<file path="src/rtl/run_scan_arbiter.sv">
// Round-robin arbiter that time-shares one serial run-of-ones detector.
// The granted word is scanned MSB-first, and a hit count and match flag are returned.
module run_scan_arbiter #(
    parameter int N_REQ   = 4,
    parameter int WORD_W  = 8,
    parameter int RUN_LEN = 3,
    localparam int ID_W   = $clog2(N_REQ),
    localparam int CNT_W  = $clog2(WORD_W + 1)
) (
    input  logic                      clk,
    input  logic                      reset,
    input  logic [N_REQ-1:0]          req,
    input  logic [N_REQ*WORD_W-1:0]   data,
    output logic [N_REQ-1:0]          gnt,
    output logic                      busy,
    output logic                      done,
    output logic [ID_W-1:0]           done_id,
    output logic                      det_out,
    output logic [CNT_W-1:0]          hit_count
);

    localparam int RUN_W = $clog2(RUN_LEN + 1);

    typedef enum logic [1:0] {
        S_IDLE,
        S_GRANT,
        S_SCAN,
        S_DONE
    } state_t;

    state_t            state_q, state_d;
    logic [ID_W-1:0]   rr_q, rr_d;
    logic [ID_W-1:0]   win_q, win_d;
    logic [ID_W-1:0]   id_q, id_d;
    logic [WORD_W-1:0] shift_q, shift_d;
    logic [RUN_W-1:0]  run_q, run_d;
    logic [CNT_W-1:0]  bit_q, bit_d;
    logic [CNT_W-1:0]  hit_q, hit_d;

    logic [ID_W:0]     cand;
    logic [ID_W-1:0]   pick;
    logic              found;
    logic [ID_W:0]     win_inc;
    logic [ID_W-1:0]   rr_nx;
    logic [WORD_W-1:0] word_sel;
    logic              bit_in;
    logic [RUN_W-1:0]  run_nx;

    assign word_sel = data[int'(win_q)*WORD_W +: WORD_W];
    assign bit_in   = shift_q[WORD_W-1];

    // Pick the first requester at or above the round-robin pointer, wrapping.
    always_comb begin
        pick  = '0;
        found = 1'b0;
        cand  = '0;
        for (int i = 0; i < N_REQ; i++) begin
            cand = {1'b0, rr_q} + (ID_W+1)'(i);
            if (cand >= (ID_W+1)'(N_REQ)) begin
                cand = cand - (ID_W+1)'(N_REQ);
            end
            if (!found && req[cand[ID_W-1:0]]) begin
                pick  = cand[ID_W-1:0];
                found = 1'b1;
            end
        end
    end

    // Pointer advances to the requester just after the winner.
    always_comb begin
        win_inc = {1'b0, win_q} + (ID_W+1)'(1);
        rr_nx   = win_inc[ID_W-1:0];
        if (win_inc >= (ID_W+1)'(N_REQ)) begin
            rr_nx = '0;
        end
    end

    // Saturating run length after consuming the current MSB.
    always_comb begin
        run_nx = '0;
        if (bit_in) begin
            if (run_q == RUN_W'(RUN_LEN)) begin
                run_nx = run_q;
            end else begin
                run_nx = run_q + RUN_W'(1);
            end
        end
    end

    // Next-state and datapath updates for the scan sequence.
    always_comb begin
        state_d = state_q;
        rr_d    = rr_q;
        win_d   = win_q;
        id_d    = id_q;
        shift_d = shift_q;
        run_d   = run_q;
        bit_d   = bit_q;
        hit_d   = hit_q;
        unique case (state_q)
            S_IDLE: begin
                if (|req) begin
                    win_d   = pick;
                    state_d = S_GRANT;
                end
            end
            S_GRANT: begin
                shift_d = word_sel;
                run_d   = '0;
                bit_d   = '0;
                hit_d   = '0;
                id_d    = '0;
                rr_d    = rr_nx;
                state_d = S_SCAN;
            end
            S_SCAN: begin
                shift_d = shift_q << 1;
                run_d   = run_nx;
                bit_d   = bit_q + CNT_W'(1);
                if (run_nx == RUN_W'(RUN_LEN)) begin
                    hit_d = hit_q + CNT_W'(1);
                end
                if (bit_q == CNT_W'(WORD_W - 1)) begin
                    id_d    = win_q;
                    state_d = S_DONE;
                end
            end
            S_DONE: begin
                state_d = S_IDLE;
            end
            default: begin
                state_d = S_IDLE;
            end
        endcase
    end

    // State and datapath registers.
    always_ff @(posedge clk or negedge reset) begin
        if (!reset) begin
            state_q <= S_IDLE;
            rr_q    <= '0;
            win_q   <= '0;
            id_q    <= '0;
            shift_q <= '0;
            run_q   <= '0;
            bit_q   <= '0;
            hit_q   <= '0;
        end else begin
            state_q <= state_d;
            rr_q    <= rr_d;
            win_q   <= win_d;
            id_q    <= id_d;
            shift_q <= shift_d;
            run_q   <= run_d;
            bit_q   <= bit_d;
            hit_q   <= hit_d;
        end
    end

    // Status outputs decoded from the current state.
    always_comb begin
        gnt = '0;
        if (state_q == S_GRANT) begin
            gnt[win_q] = 1'b1;
        end
        busy = (state_q != S_IDLE);
        done = (state_q == S_DONE);
    end

    assign done_id   = id_q;
    assign hit_count = hit_q;
    assign det_out   = |hit_q;

endmodule
</file>
<file path="config.mk">
export PLATFORM = sky130hd
export DESIGN_NAME = run_scan_arbiter
export DESIGN_NICKNAME = d
export VERILOG_FILES = /design/src/rtl/run_scan_arbiter.sv
export SDC_FILE = /design/constraint.sdc
export NUM_CORES = 1
export LEC_CHECK = 0
export CAP_MARGIN = 5
export CORE_ASPECT_RATIO = 1.1
export CORE_MARGIN = 8
export CORE_UTILIZATION = 42
export DETAILED_ROUTE_END_ITERATION = 7
export PLACE_DENSITY = 0.78
export REMOVE_ABC_BUFFERS = 1
export SYNTH_ARGS = -nofsm -noshare
export SYNTH_HDL_FRONTEND = slang
export SYNTH_SLANG_ARGS = --single-unit
</file>
<file path="constraint.sdc">
create_clock -name clk -period 1.38 [get_ports clk]
set_input_delay 0.276 -clock clk [delete_from_list [all_inputs] [get_ports clk]]
set_output_delay 0.276 -clock clk [all_outputs]
set_load 0.01 [all_outputs]
</file>
======== Word level (Yosys, flattened, before mapping) ========
Index checks and enable logic that the tools add are counted.
word-level totals
  bits of input ports ..................... 38
  flip-flop bits (word level) ............. 26
operators by class
  add/sub/neg operators ................... 11
  eq/ne operators ......................... 9
  $lt $le $gt $ge ......................... 11
  multiplexer cells ....................... 35
  shift-type cells ........................ 1
  reduce and logical (&&, ||, !) cells .... 16
operator list
  kind                                                        count
  indexed part select 32 x 6 -> 8 bit                         1
  2-to-1 mux 2 bit                                            14
  one-hot mux 4 bit (2 select lines)                          2
  one-hot mux 8 bit (2 select lines)                          1
  less-than comparator 2 x 3 -> 1 bit, second input constant  5
  >= comparator 3 bit, second input constant                  4
  adder 4 x 1 -> 4 bit, second input constant                 2
  binary-select mux 1 bit (select 2 bit)                      4
  equality test 2 bit, second input constant                  4
  2-to-1 mux 1 bit                                            8
  2-to-1 mux 4 bit                                            2
  one-hot mux 2 bit (2 select lines)                          2
  one-hot mux 2 bit (4 select lines)                          1
  AND reduction 2 bit                                         4
  OR reduction 4 bit                                          2
  subtractor 2 x 1 -> 2 bit, second input constant            4
  adder 2 x 1 -> 3 bit, second input constant                 2
  adder 2 x 2 -> 3 bit, second input constant                 2
  inequality test 2 bit, second input constant                3
  equality test 4 x 3 -> 1 bit, second input constant         1
  logical AND 1 bit                                           4
  nonzero test 2 bit                                          2
  >= comparator 2 x 3 -> 1 bit, second input constant         1
  logical NOT 1 bit                                           3
  other kinds (5)                                             5

======== Depth between registers and ports, before layout ========
Gate-level depths: netlist of run 1.
  depth after elaboration ................. 14
  depth in mapped cells ................... 7

======== Worst setup path after synthesis of run 1 ========
OpenSTA, ideal clock, no wires.
  path type ............................... register to register
  start ................................... reg state_q[0]
  end ..................................... reg hit_q[3] (netlist: hit_count[3])
  stages on the path, launching flop included .. 7
  arrival time ............................ 1.370 ns
  setup slack ............................. -0.058 ns
  cells stage by stage .................... dfrtp_1 -> inv_1 -> ha_1 -> buf_6 -> inv_4 -> or4_1 -> nand3_1
between the ends
  cells in the longest elaborated chain, start to end .. 3
RTL lines
  element                                                                              line  text
  from (decl)                                                                          31    state_t state_q, state_d;
  from (signal assigned)                                                               149   state_q <= state_d;
  equality test 2 bit / equality test 2 x 1 -> 1 bit (equally long branches)           100   unique case (state_q)
  inequality test 2 bit (no source line) / nonzero test 2 bit (equally long branches)  --
  AND reduction 2 bit (no source line)                                                 --
  to (signal assigned)                                                                 156   hit_q <= hit_d;
  to (decl)                                                                            38    logic [CNT_W-1:0] hit_q, hit_d;
Several ways; a longest one is shown, not always the timed one.
A chain may end at the register's enable or synchronous reset.

======== Final worst setup path of run 1 ========
  start ................................... reg win_q[0]
  end ..................................... reg shift_q[3]
between the ends
  cells in the longest elaborated chain, start to end .. 2
RTL lines
  element                              line  text
  from (decl)                          33    logic [ID_W-1:0] win_q, win_d;
  from (signal assigned)               151   win_q <= win_d;
  indexed part select 32 x 6 -> 8 bit  49    assign word_sel = data[int'(win_q)*WORD_W +: WORD_W];
  one-hot mux 8 bit (2 select lines)   100
  to (signal assigned)                 153   shift_q <= shift_d;
  to (decl)                            35    logic [WORD_W-1:0] shift_q, shift_d;
No other way between the ends.

==> impl_metrics.py, run 1 <==
metrics = {
    "pwr": {
        "power.density_mw_per_mm2": 2130,
        "seq_power_share_pct": 20.6,
        "p_clk_share_pct": 10.7,
        "vdd_drop_max_mv": 1.55,
        "p_int_uw": 3680,
        "leakagePower_uw": 0.00129,
        "power.switching_uw": 2480,
        "power_frac_comb_pct": 68.7,
        "swShare_pct": 40.2,
    },
    "yosys": {
        "synth_seq_cells": 26,
        "synth_seq_area_share_pct": 39.0,
        "synthAdderAreaFrac_pct": 8.25,
        "synth_warnings": 0,
        "netlist_area_mm2": 0.00167,
        "synth_top_family_by_area": "multiplexers",
        "muxShareOfSynthArea_pct": 16.2,
        "synth_compound_area_share_pct": 12.4,
        "synth.distinct_cells": 39,
        "netlist_instances": 165,
        "syn_avg_cell_area_um2": 10.1,
        "synth_xor_area_share_pct": 0.525,
        "synth_simple_gate_area_share_pct": 15.3,
    },
    "clocking": {
        "h-tree-depth": 1,
        "hold_buffers": 0,
        "path_clk_slew_ps": 100,
        "cts_tree": "done",
        "root_buffer": "clkbuf_8",
        "clkLatencyLatePin_ps": 280,
        "cts_buffer_depth": 2,
        "clock_sinks": 26,
        "cts_buffers": 3,
    },
    "final_layout": {
        "antenna_cells": 0,
        "fillers": 251,
        "nNetsFinal": 306,
        "synthToLayoutAreaGrowth_pct": 73.4,
        "final_cells": 308,
        "drive_above_1_share_pct": 41.0,
        "fin_util_pct": 74.1,
    },
    "worst_setup_path": {
        "path_class": "reg2reg",
        "start_kind": "flip-flop",
        "end_kind": "flip-flop",
        "cp_data_required_time_ps": 1530,
        "crit_fanout": 6,
        "cp.arrival_ps": 1750,
    },
    "sta": {
        "slew_violations": 0,
        "rsz0062_at_grt": "true",
        "layout_min_cycle_time_ps": 1600,
        "tightest_slew_ps": 341,
        "period_share_pct": 116,
        "setup_viol": 16,
        "clock.fmax_mhz": 626,
        "finalClockSkew_ps": 3.99,
        "maxSlewHeadroom_pct": 77.2,
        "hold_viol": 0,
        "layout_setup_ws_ps": -217,
    },
    "floorplan": {
        "fp.coreArea_mm2": 0.00390,
        "row_count": 24,
        "initial_core_util_pct": 42.8,
        "fp.dieW_um": 76.1,
        "pin_count": 51,
        "dieHeight_um": 82.1,
        "dieArea_mm2": 0.00625,
    },
    "global_routing": {
        "grt_use_met3_pct": 3.03,
        "use_met1_pct": 18.2,
        "grt_pass1_vias": 1823,
        "overflow": 0,
        "grt_most_used_layer": "met2",
        "grt_max_degree": 27,
        "grt_usage_pct": 16.6,
        "grt_pass1_wl_mm": 8.41,
        "antenna_found_initial": 0,
        "grtUsageMet2_pct": 31.2,
    },
    "drt": {
        "firstDrtPassIters": 4,
        "drt_iter0_drc": 83,
        "via_per_inst": 5.41,
        "drcViolationCount": 0,
        "wl_mm": 5.90,
        "wl_per_cell_um": 19.1,
        "vias": 1665,
        "postRouteAntennaNets": 0,
    },
    "place": {
        "portBuffers": 50,
        "place_congestion": 0.749,
        "dp.final_hpwl_mm": 3.34,
        "place_inst": 292,
    },
    "status": {
        "status": "finished, violations left",
        "violations": "negative setup slack",
    },
    "min_path": {
        "holdCritPathClass": "in2async",
    },
    "run": {
        "cap_violations": 0,
    },
}
==> layer usage <==
| layer | wire, µm | vias up | part of all wire, % |
|---|---|---|---|
| li1 | - | 762 | - |
| met1 | 2250 | 827 | 38 |
| met2 | 3260 | 59 | 55 |
| met3 | 238 | 17 | 4.0 |
| met4 | 153 | 0 | 2.6 |
| met5 | 0 | - | 0 |
==> placed cells by master, fill, tap and decap left out, types with 3 or more instances in the layout <==
cell,n
nand2_2,3
clkbuf_8,3
inv_1,7
inv_4,3
mux4_2,8
and2_4,4
nor2b_1,3
buf_4,28
a31oi_1,6
ha_4,9
o21ai_0,6
nand2_1,23
inv_2,3
mux2i_1,6
nand3_1,4
o21ai_1,3
a21oi_1,3
buf_6,18
dlygate4sd2_1,4
nor2_1,9
dfrtp_1,24
clkdlybuf4s50_1,36
==> registers in the layout, indices dropped and copies added (netlist names) <==
| name | count |
|---|---|
| rr_q | 2 |
| bit_q | 4 |
| state_q | 2 |
| win_q | 2 |
| hit_count | 4 |
| shift_q | 8 |
| run_q | 2 |
| done_id | 2 |
==> per-stage QoR <==
step / setup TNS (ps) / hold slack (ps) / worst slack, ps / power, µW / area [µm²]
2_1_floorplan: -2110 / -19.6 / -341 / 2710 / 1590
3_3_place_gp: -2810 / 479 / -282 / 4000 / 2430
3_5_place_dp: -3530 / 499 / -298 / 4090 / 2430
4_1_cts: -1540 / 357 / -186 / 5300 / 2670
5_1_grt: -2690 / 363 / -230 / 6460 / 2890
6_report: -2230 / 342 / -217 / 6160 / 2890
==> layout make-up <==
class	count	area [µm²]	share of cell area, %
clock buffers	3	41.3	1.43
clock inverters	1	30.0	1.04
inverters	15	73.8	2.55
multi-input cells	116	1090	37.7
flip-flops and latches	26	653	22.6
well taps	52	65.1	2.25
repair buffers	95	941	32.5
==> synthesized netlist by cell type <==
| cell type | instances | share of area (%) |
|---|---|---|
| o31ai_1 | 2 | 0.90 |
| o41ai_1 | 2 | 1.0 |
| buf_2 | 1 | 0.30 |
| clkbuf_8 | 2 | 1.6 |
| a21oi_1 | 4 | 1.2 |
| o21ai_0 | 9 | 2.7 |
| o211ai_1 | 1 | 0.45 |
| nand3b_1 | 2 | 0.90 |
| nor2_1 | 11 | 2.5 |
| nor4_1 | 1 | 0.38 |
| or4_1 | 1 | 0.45 |
| xnor2_1 | 1 | 0.52 |
| mux2_1 | 1 | 0.67 |
| a31oi_1 | 7 | 2.6 |
| dfrtp_1 | 26 | 39 |
| nand2_1 | 26 | 5.8 |
| o2111ai_1 | 1 | 0.52 |
| a311oi_1 | 1 | 0.52 |
| o2bb2ai_1 | 1 | 0.52 |
| nand4_1 | 1 | 0.38 |
| buf_6 | 2 | 1.3 |
| mux4_1 | 2 | 3.1 |
| inv_1 | 14 | 3.1 |
| and2_1 | 4 | 1.5 |
| inv_4 | 1 | 0.38 |
| ha_1 | 11 | 8.2 |
| mux2_2 | 1 | 0.67 |
| nand3_1 | 5 | 1.5 |
| mux2i_1 | 6 | 3.6 |
| clkbuf_1 | 1 | 0.22 |
| a31o_1 | 1 | 0.52 |
| o22ai_1 | 1 | 0.38 |
| a22oi_1 | 1 | 0.45 |
| o22a_1 | 1 | 0.52 |
| mux4_2 | 6 | 8.1 |
| buf_4 | 1 | 0.45 |
| buf_8 | 1 | 0.90 |
| nand2b_1 | 2 | 0.75 |
| nor2b_1 | 3 | 1.1 |
==> cells by family after synthesis <==
group,Yosys count
AOI/OAI and AO/OA,32
xor gates and xnor gates,1
adders and majority gates,11
buffers and inverters,23
DFF,26
muxes,16
and+or+nand+nor,56
==> worst max-delay path: stages, from the launching register on <==
cell     delay [ps]
dfrtp_2         470
buf_6           140
buf_8           130
mux4_2          530
nand2_2          90
a31oi_1         110
==> power groups by stage <==
stage	logic, µW	clock network (µW)	registers, µW
after detailed placement	2850	0	1250
final	4230	658	1270
after CTS	3440	649	1210
after global placement	2760	0	1240
after global routing	4480	690	1290
after floorplan	1400	0	1310
==> worst paths after layout <==
kind | start | end | slack, ps | cells past startpoint
setup / recovery | win_q[0] | shift_q[3] | -220 | 5
min in group clk | req[0] | win_q[0] | 510 | 4
hold reg to reg | done_id[0] | done_id[0] | 530 | 2
hold / removal | reset | shift_q[7] | 340 | 2
max in group asynchronous | reset | win_q[1] | 870 | 2
setup reg to reg | win_q[0] | shift_q[3] | -220 | 5
==> repair_timing <==
item | CTS | global route
gates resized for setup | 71 | 51
cloned | 0 | 1
pin swaps | 5 | 22
setup endpoints to repair | 32 | 29
buffers inserted | 10 | 4
Note: power is estimated with default switching activity, not from simulation.
==> inputs of run 2 (changes only) <==
--- a/config.mk
+++ b/config.mk
@@ -6,7 +6,6 @@
 export NUM_CORES = 1
 export LEC_CHECK = 0
 export CAP_MARGIN = 5
-export CORE_ASPECT_RATIO = 1.1
 export CORE_MARGIN = 8
 export CORE_UTILIZATION = 42
 export DETAILED_ROUTE_END_ITERATION = 7
==> impl_metrics.py, run 2 (synthesis gave the netlist of run 1 again) <==
metrics = {
    "global_routing": {
        "grt_max_degree": 28,
        "grt_usage_pct": 16.3,
        "antenna_found_initial": 0,
        "grt_pass1_vias": 1767,
        "grt_pass1_wl_mm": 8.34,
        "overflow": 0,
    },
    "clocking": {
        "cts_buffer_depth": 2,
        "clock_sinks": 26,
        "h-tree-depth": 1,
        "cts_buffers": 3,
        "path_clk_slew_ps": 90,
        "clkLatencyLatePin_ps": 270,
        "cts_tree": "done",
        "root_buffer": "clkbuf_8",
    },
    "pwr": {
        "power.density_mw_per_mm2": 2110,
        "leakagePower_uw": 0.00128,
        "vdd_drop_max_mv": 1.57,
    },
    "sta": {
        "finalClockSkew_ps": 1.59,
        "layout_min_cycle_time_ps": 1540,
        "whs_ps": 340,
        "layout_setup_ws_ps": -164,
        "setup_viol": 14,
        "maxSlewHeadroom_pct": 69.2,
        "rsz0062_at_grt": "true",
        "clock.fmax_mhz": 648,
        "period_share_pct": 112,
        "hold_viol": 0,
        "tightest_slew_ps": 460,
        "finalSetupTns_ps": -1490,
        "slew_violations": 0,
    },
    "drt": {
        "via_per_inst": 5.48,
        "postRouteAntennaNets": 0,
        "wl_mm": 5.53,
        "vias": 1644,
        "drcViolationCount": 0,
        "wl_per_cell_um": 18.4,
        "firstDrtPassIters": 4,
        "drt_iter0_drc": 94,
    },
    "worst_setup_path": {
        "reg2reg_depth": 4,
        "max_stage_delay_ps": 470,
        "cp.arrival_ps": 1270,
        "cp_data_required_time_ps": 1100,
        "start_kind": "flip-flop",
        "reg2reg_to": "shift_q[0]",
        "crit_fanout": 4,
        "reg2reg_slack_ps": -140,
        "path_class": "reg2out",
        "r2r-start": "win_q[0]",
        "crit_chain": "inv_2 -> ha_2 -> and2_4 -> buf_6",
        "slowest_stage": "dfrtp_2",
        "end_kind": "output pin",
    },
    "place": {
        "place_congestion": 0.771,
        "place_inst": 284,
        "dp.final_hpwl_mm": 3.35,
        "portBuffers": 50,
        "post-place-ws_ps": -290,
    },
    "floorplan": {
        "dieHeight_um": 79.0,
        "fp.dieW_um": 79.0,
        "pin_count": 51,
        "row_count": 23,
        "fp.coreArea_mm2": 0.00391,
        "initial_core_util_pct": 42.6,
        "dieArea_mm2": 0.00625,
    },
    "final_layout": {
        "final_cell_mix": "33 x clkdlybuf4s50_1, 28 x buf_4, 25 x dfrtp_1, 22 x nand2_1, 13 x buf_6",
        "final_common_cell": "clkdlybuf4s50_1",
        "largest_reg_flops": 8,
        "antenna_cells": 0,
        "top_register": "shift_q",
        "fillers": 296,
        "nNetsFinal": 300,
        "final_cells": 300,
        "drive_above_1_share_pct": 35.6,
        "synthToLayoutAreaGrowth_pct": 66.7,
    },
    "run": {
        "cap_violations": 0,
    },
    "min_path": {
        "holdCritPathClass": "in2async",
    },
    "status": {
        "status": "finished, violations left",
        "violations": "negative setup slack",
    },
}
run 2: worst max-delay path, delay by kind of cell, from the launching register on:
kind | cells | cell delay [ps]
and+or+nand+nor | 1 | 140
buffers and inverters | 2 | 190
adders and majority gates | 1 | 180
DFF | 1 | 470
run 2: layout make-up:
| class | count | area [µm²] | share of cell area (%) |
|---|---|---|---|
| clock buffers | 3 | 41.3 | 1.48 |
| well taps | 50 | 62.6 | 2.25 |
| inverters | 15 | 66.3 | 2.38 |
| clock inverters | 1 | 30.0 | 1.08 |
| flip-flops and latches | 26 | 652 | 23.4 |
| multi-input cells | 116 | 1040 | 37.5 |
| repair buffers | 89 | 887 | 31.9 |
run 2: report_power, final:
group          switching, µW  internal [µW]  total (µW)  leakage [µW]
clock                    254            389         643     0.0000357
sequential               225           1050        1270      0.000329
combinational           1830           2120        3950      0.000912
run 2: how the worst max path moves through the flow:
stage                           from      endpoint  slack [ps]  depth (start not counted)
after floorplan           state_q[0]  hit_count[3]        -340                          5
after global placement    state_q[1]        gnt[3]        -250                          4
after detailed placement  state_q[1]        gnt[1]        -290                          4
after CTS                   win_q[0]        gnt[3]        -160                          4
after global routing        win_q[1]        gnt[0]        -190                          4
final                       win_q[1]        gnt[0]        -160                          4
run 2: repair_timing:
| action | in CTS | in global routing |
|---|---|---|
| endpoints found under the hold margin | 0 | 0 |
| buffers inserted | 10 | 4 |
| hold buffers | 0 | 0 |
| pin swaps | 11 | 7 |
| cloned | 0 | 2 |
| gates resized for setup | 71 | 32 |
| setup endpoints to repair | 31 | 29 |
run 2: through the flow:
stage,total power (µW),instance area [µm²],util (%)
after detailed placement,3940,2380,60.8
after global routing,6170,2780,71.1
after CTS,5060,2610,66.8
after floorplan,2710,1590,-
after global placement,3850,2380,60.8
final,5860,2780,71.1
run 2: routing by layer:
layer,vias up,track usage [%],wire [µm]
li1,750,-,-
met5,-,0,0
met1,824,19.0,2260
met2,58,27.4,2830
met3,12,4.74,331
met4,0,6.48,100
